--- src/rtl/sr_ff_bank_if.sv ---
// Request/status bundle for sr_ff_bank: set/reset requests in, flip-flop state and error flags out.
interface sr_ff_bank_if #(
    parameter int WIDTH = 8,
    parameter int CNT_W = 8
);
    logic             en;
    logic [WIDTH-1:0] s;
    logic [WIDTH-1:0] r;
    logic             clr_err;
    logic [WIDTH-1:0] q;
    logic [WIDTH-1:0] qbar;
    logic [WIDTH-1:0] invalid;
    logic [CNT_W-1:0] err_count;
    logic             err_sticky;

    modport master (
        output en, s, r, clr_err,
        input  q, qbar, invalid, err_count, err_sticky
    );

    modport slave (
        input  en, s, r, clr_err,
        output q, qbar, invalid, err_count, err_sticky
    );
endinterface

--- src/rtl/sr_ff_bank.sv ---
// Bank of independent clocked set/reset flip-flops with a build-time S=R=1 policy
// and a saturating, clearable count of illegal simultaneous set/reset requests.
module sr_ff_bank #(
    parameter int               WIDTH     = 8,
    parameter int               MODE      = 0,
    parameter logic [WIDTH-1:0] RESET_VAL = {WIDTH{1'b0}},
    parameter int               CNT_W     = 8
) (
    input logic         clk,
    input logic         rst,
    sr_ff_bank_if.slave bus
);
    localparam int MODE_SET    = 1;
    localparam int MODE_RESET  = 2;
    localparam int MODE_TOGGLE = 3;
    localparam logic [CNT_W-1:0] CNT_MAX = {CNT_W{1'b1}};
    localparam logic [CNT_W-1:0] CNT_ONE = {{(CNT_W-1){1'b0}}, 1'b1};

    logic [WIDTH-1:0] q_r;
    logic [WIDTH-1:0] invalid_r;
    logic [CNT_W-1:0] err_count_r;
    logic             err_sticky_r;

    logic [WIDTH-1:0] q_next_s;
    logic [WIDTH-1:0] invalid_next_s;
    logic             event_s;
    logic [CNT_W-1:0] err_count_next_s;
    logic             err_sticky_next_s;

    // Per-channel next state, including the S=R=1 resolution policy.
    always_comb begin
        q_next_s = q_r;
        if (bus.en) begin
            for (int i = 0; i < WIDTH; i++) begin
                case ({bus.s[i], bus.r[i]})
                    2'b10: q_next_s[i] = 1'b1;
                    2'b01: q_next_s[i] = 1'b0;
                    2'b11: begin
                        if (MODE == MODE_SET) begin
                            q_next_s[i] = 1'b1;
                        end else if (MODE == MODE_RESET) begin
                            q_next_s[i] = 1'b0;
                        end else if (MODE == MODE_TOGGLE) begin
                            q_next_s[i] = ~q_r[i];
                        end else begin
                            q_next_s[i] = q_r[i];
                        end
                    end
                    default: q_next_s[i] = q_r[i];
                endcase
            end
        end else begin
            q_next_s = q_r;
        end
    end

    // Illegal-request detection; in toggle mode S=R=1 is a legal JK toggle.
    always_comb begin
        invalid_next_s = {WIDTH{1'b0}};
        if (bus.en && (MODE != MODE_TOGGLE)) begin
            invalid_next_s = bus.s & bus.r;
        end else begin
            invalid_next_s = {WIDTH{1'b0}};
        end
        event_s = |invalid_next_s;
    end

    // Error bookkeeping; an event coinciding with clr_err is recorded, not lost.
    always_comb begin
        err_count_next_s  = err_count_r;
        err_sticky_next_s = err_sticky_r;
        if (bus.clr_err) begin
            err_count_next_s  = event_s ? CNT_ONE : {CNT_W{1'b0}};
            err_sticky_next_s = event_s;
        end else if (event_s) begin
            err_count_next_s  = (err_count_r == CNT_MAX) ? CNT_MAX : err_count_r + CNT_ONE;
            err_sticky_next_s = 1'b1;
        end else begin
            err_count_next_s  = err_count_r;
            err_sticky_next_s = err_sticky_r;
        end
    end

    // State and flag registers with synchronous reset.
    always_ff @(posedge clk) begin
        if (rst) begin
            q_r          <= RESET_VAL;
            invalid_r    <= {WIDTH{1'b0}};
            err_count_r  <= {CNT_W{1'b0}};
            err_sticky_r <= 1'b0;
        end else begin
            q_r          <= q_next_s;
            invalid_r    <= invalid_next_s;
            err_count_r  <= err_count_next_s;
            err_sticky_r <= err_sticky_next_s;
        end
    end

    assign bus.q          = q_r;
    assign bus.qbar       = ~q_r;
    assign bus.invalid    = invalid_r;
    assign bus.err_count  = err_count_r;
    assign bus.err_sticky = err_sticky_r;
endmodule
--- src/flat_wrapper.sv ---
// flat-port wrapper written by rule: the top's interface ports become plain ports
module sr_ff_bank_flat 
#(
    parameter int               WIDTH     = 8,
    parameter int               MODE      = 0,
    parameter logic [WIDTH-1:0] RESET_VAL = {WIDTH{1'b0}},
    parameter int               CNT_W     = 8
)
  (clk, rst, bus_en, bus_s, bus_r, bus_clr_err, bus_q, bus_qbar, bus_invalid, bus_err_count, bus_err_sticky);
  sr_ff_bank_if #(.WIDTH(WIDTH), .CNT_W(CNT_W)) bus_i ();
  input logic clk;
  input logic rst;
  input wire logic [$bits(bus_i.en)-1:0] bus_en;
  input wire logic [$bits(bus_i.s)-1:0] bus_s;
  input wire logic [$bits(bus_i.r)-1:0] bus_r;
  input wire logic [$bits(bus_i.clr_err)-1:0] bus_clr_err;
  output wire logic [$bits(bus_i.q)-1:0] bus_q;
  output wire logic [$bits(bus_i.qbar)-1:0] bus_qbar;
  output wire logic [$bits(bus_i.invalid)-1:0] bus_invalid;
  output wire logic [$bits(bus_i.err_count)-1:0] bus_err_count;
  output wire logic [$bits(bus_i.err_sticky)-1:0] bus_err_sticky;
  assign bus_i.en = bus_en;
  assign bus_i.s = bus_s;
  assign bus_i.r = bus_r;
  assign bus_i.clr_err = bus_clr_err;
  assign bus_q = bus_i.q;
  assign bus_qbar = bus_i.qbar;
  assign bus_invalid = bus_i.invalid;
  assign bus_err_count = bus_i.err_count;
  assign bus_err_sticky = bus_i.err_sticky;
  sr_ff_bank #(.WIDTH(WIDTH), .MODE(MODE), .RESET_VAL(RESET_VAL), .CNT_W(CNT_W)) u_core (.clk(clk), .rst(rst), .bus(bus_i));
endmodule
--- config.mk ---
export PLATFORM = sky130hd
export DESIGN_NAME = sr_ff_bank_flat
export DESIGN_NICKNAME = d
export VERILOG_FILES = /design/src/rtl/sr_ff_bank_if.sv /design/src/rtl/sr_ff_bank.sv /design/src/flat_wrapper.sv
export SDC_FILE = /design/constraint.sdc
export NUM_CORES = 1
export LEC_CHECK = 0
export ABC_CLOCK_PERIOD_IN_PS = 3950
export BUFFER_PORTS_ARGS = -buffer_cell sky130_fd_sc_hd__buf_4
export CELL_PAD_IN_SITES_DETAIL_PLACEMENT = 2
export CELL_PAD_IN_SITES_GLOBAL_PLACEMENT = 2
export CORE_UTILIZATION = 29
export DETAILED_ROUTE_END_ITERATION = 10
export MAX_ROUTING_LAYER = met4
export PLACE_DENSITY = 0.88
export SLEW_MARGIN = 10
export SYNTH_ARGS = -nofsm -noshare
export SYNTH_HDL_FRONTEND = slang
export SYNTH_SLANG_ARGS = --single-unit
--- constraint.sdc ---
create_clock -name clk -period 3.95 [get_ports clk]
set_input_delay 0.79 -clock clk [delete_from_list [all_inputs] [get_ports clk]]
set_output_delay 0.79 -clock clk [all_outputs]
set_load 0.02 [all_outputs]
==> impl_metrics.csv <==
group,metric,value,unit
synthesis,synth-xor-area-share,0,
sta,period_needed,2.08,ns
sta,hold_viol,0,
sta,setup_slack,1.87,ns
clock_network,hold_buffers,0,
power_and_ir_drop,switchingPower,0.158,mW
power_and_ir_drop,p_leak,0.828,nW
layout,final_nets,227,
layout,final_area,1750,sq um
worst_setup_path,max_stage_delay,0.40,ns
clock_network,root_buffer,"clkbuf_8",
worst_setup_path,cp_max_fo,16,
floorplan,num_io_pins,53,
drt,routed_wl,3.64,mm
power_and_ir_drop,powerDensity,313,nW/um^2
clock_network,clock_sinks,25,
worst_setup_path,critPathKind,"in -> reg",
floorplan,die_h,68.0,um
drt,vias,1186,
layout,drive_gt1_frac,0.333,
synthesis,synth_edf_count,0,
clock_network,clk-insertion-delay-late,0.26,ns
synthesis,synthMuxAreaShare,0,
run,drv_cap,0,
sta,tightestPinTransition,0.615,ns
sta,rsz0062_at_grt,"false",
place,gp_congestion,0.743,
grt,overflow,0,
synthesis,synth-compound-area-share,0.141,
clock_network,cts_buffers,3,
layout,diodes,0,
worst_setup_path,start_kind,"primary input",
layout,synthToLayoutAreaGrowth,38.2,%
drt,ant_nets,0,
power_and_ir_drop,power_frac_seq,0.498,
clock_network,cts_resized,0,
synthesis,synth_top_family_by_area,"simple AND/OR/NAND/NOR gates",
synthesis,synth.distinct_cells,27,
clock_network,cts_setup_buffers,0,
clock_network,cts_max_level,1,
worst_setup_path,crit_chain,"buf_4, ha_1, nor4_1, a21boi_2, and2_1, a311oi_1",
layout,fin_cells,239,
layout,post-route-util,0.428,
worst_setup_path,critPathSlowestCell,"nor4_1",
worst_hold_path,hp-class,"reg -> reg",
synthesis,synth_cells,136,
drt,vias_per_cell,4.96,
synthesis,ys_seq_area_frac,0.396,
sta,fmax,0.482,GHz
grt,grtUsageTotal,0.176,
place,pre_cts_slack,1.57,ns
sta,finClkSkew,0.00255,ns
sta,period_share,0.526,
grt,grt_pass1_wl,5.89,mm
sta,setup_violations,0,
power_and_ir_drop,pwr-share-clk,0.283,
power_and_ir_drop,switching_share,0.289,
sta,setup_tns,0,ns
grt,grt_antenna_before_repair,0,
drt,drcViolationCount,0,
synthesis,ys.flop_type,"dfxtp_1",
synthesis,ys_seq_elements,25,
synthesis,syn_avg_cell_area,9.30,sq um
power_and_ir_drop,power,0.547,mW
power_and_ir_drop,power_frac_comb,0.218,
place,dp.cells,235,
clock_network,clk_pin_slew,0.09,ns
layout,nFillCells,475,
clock_network,cts_tree,"yes",
floorplan,die_w,68.0,um
floorplan,dieArea,4630,sq um
synthesis,ys_warn_count,0,
worst_setup_path,end_kind,"flip-flop",
power_and_ir_drop,p_int,0.389,mW
synthesis,async_flop_share,0,
synthesis,syn_nets,173,
place,hpwl,3.00,mm
sta,drv_slew,0,
floorplan,start_util,0.310,
synthesis,synthAdderAreaFrac,0.168,
grt,grt_pass1_vias,1255,
clock_network,clockBufferDepth,2,
worst_setup_path,reg2reg_setup_slack,2.23,ns
place,port_buffers,52,
place,post_dp_cell_area,1700,sq um
grt,grt_max_degree,17,
drt,dr.pass1.iters,3,
floorplan,rows,23,
outcome,status,"finished clean",
worst_setup_path,arrival,2.25,ns
drt,wl_per_cell,15.2,um
power_and_ir_drop,peakVddDrop,153,uV
sta,slew_headroom,0.587,
floorplan,core_area,4090,sq um
synthesis,syn-cell-area,1260,sq um
sta,hold_slack,0.529,ns
worst_setup_path,crit_required,4.13,ns
drt,drt_iter0_drc,63,
synthesis,synth_simple_gate_area_share,0.227,
worst paths after layout:
path / startpoint / to / depth (start not counted)
max: bus_r[1] / u_core.bus.err_count[6] / 6
min: u_core.bus.q[5] / u_core.bus.q[5] / 2
max reg2reg: u_core.bus.err_count[0] / u_core.bus.err_count[0] / 5
min reg2reg: u_core.bus.q[5] / u_core.bus.q[5] / 2
power by group through the flow:
stage	clock network, mW	registers (mW)	logic, mW
floorplan	0	0.290	0.0485
global placement	0	0.277	0.114
detailed placement	0	0.279	0.122
CTS	0.160	0.273	0.122
global route	0.173	0.275	0.132
finish	0.155	0.273	0.119
logic make-up (layout without fill, tap and decap cells):
kind of cell / Yosys count / in the layout
simple gates: 48 / 48
flops: 25 / 25
compound gates: 24 / 24
buf+inv: 22 / 75
fa+ha+maj: 17 / 17
layer usage:
layer / GRT usage / vias up / wire length (um)
met3: 0.0333 / 2 / 166
met1: 0.191 / 579 / 1480
met5: - / - / 0
met2: 0.333 / 32 / 1990
met4: 0.0234 / 0 / 4
li1: - / 573 / -
sequential cells by signal, summed over array words and instances, names as in the netlist:
signal and cells:
u_core.bus.err_count 8, u_core.bus.q 8, u_core.bus.invalid 8, u_core.bus.err_sticky 1
worst max-delay path, delay by kind of cell:
family	cells	cell delay (ns)
fa+ha+maj	1	0.20
compound gates	2	0.48
buf+inv	1	0.11
simple gates	2	0.66
final cells by class:
| type | count | area, sq um | area share |
|---|---|---|---|
| inverter | 19 | 71.3 | 0.0408 |
| timing repair buffer | 52 | 390 | 0.223 |
| sequential | 25 | 500 | 0.286 |
| multi-input combinational | 89 | 678 | 0.388 |
| tap | 50 | 62.6 | 0.0358 |
| clock buffer | 4 | 45.0 | 0.0258 |
cell usage after synthesis, types with 3 or more instances:
library cell / instances / area (sq um)
a21oi_1: 5 / 25.0
nand4_1: 3 / 18.8
nor2b_1: 10 / 62.6
inv_1: 19 / 71.3
and2_1: 11 / 68.8
dfxtp_1: 25 / 500
a211oi_1: 9 / 67.6
nor2_1: 10 / 37.5
a311oi_1: 4 / 35.0
ha_1: 17 / 213
layout by cell type (no fill, tap or decap), drive strengths merged:
cell type and count:
buf 52, dfxtp 25, inv 19, ha 17, and2 11, nor2b 10
nor2 10, a211oi 9, a21oi 5, a311oi 4, clkbuf 4, nand4 3
and3 3, and4 3, nor4 2, a31oi 2, nor3 2, or2 2
a21boi 1, nand3 1, a41oi 1, o2bb2ai 1, a311o 1, nand2 1
(Power assumes the default switching activity.)
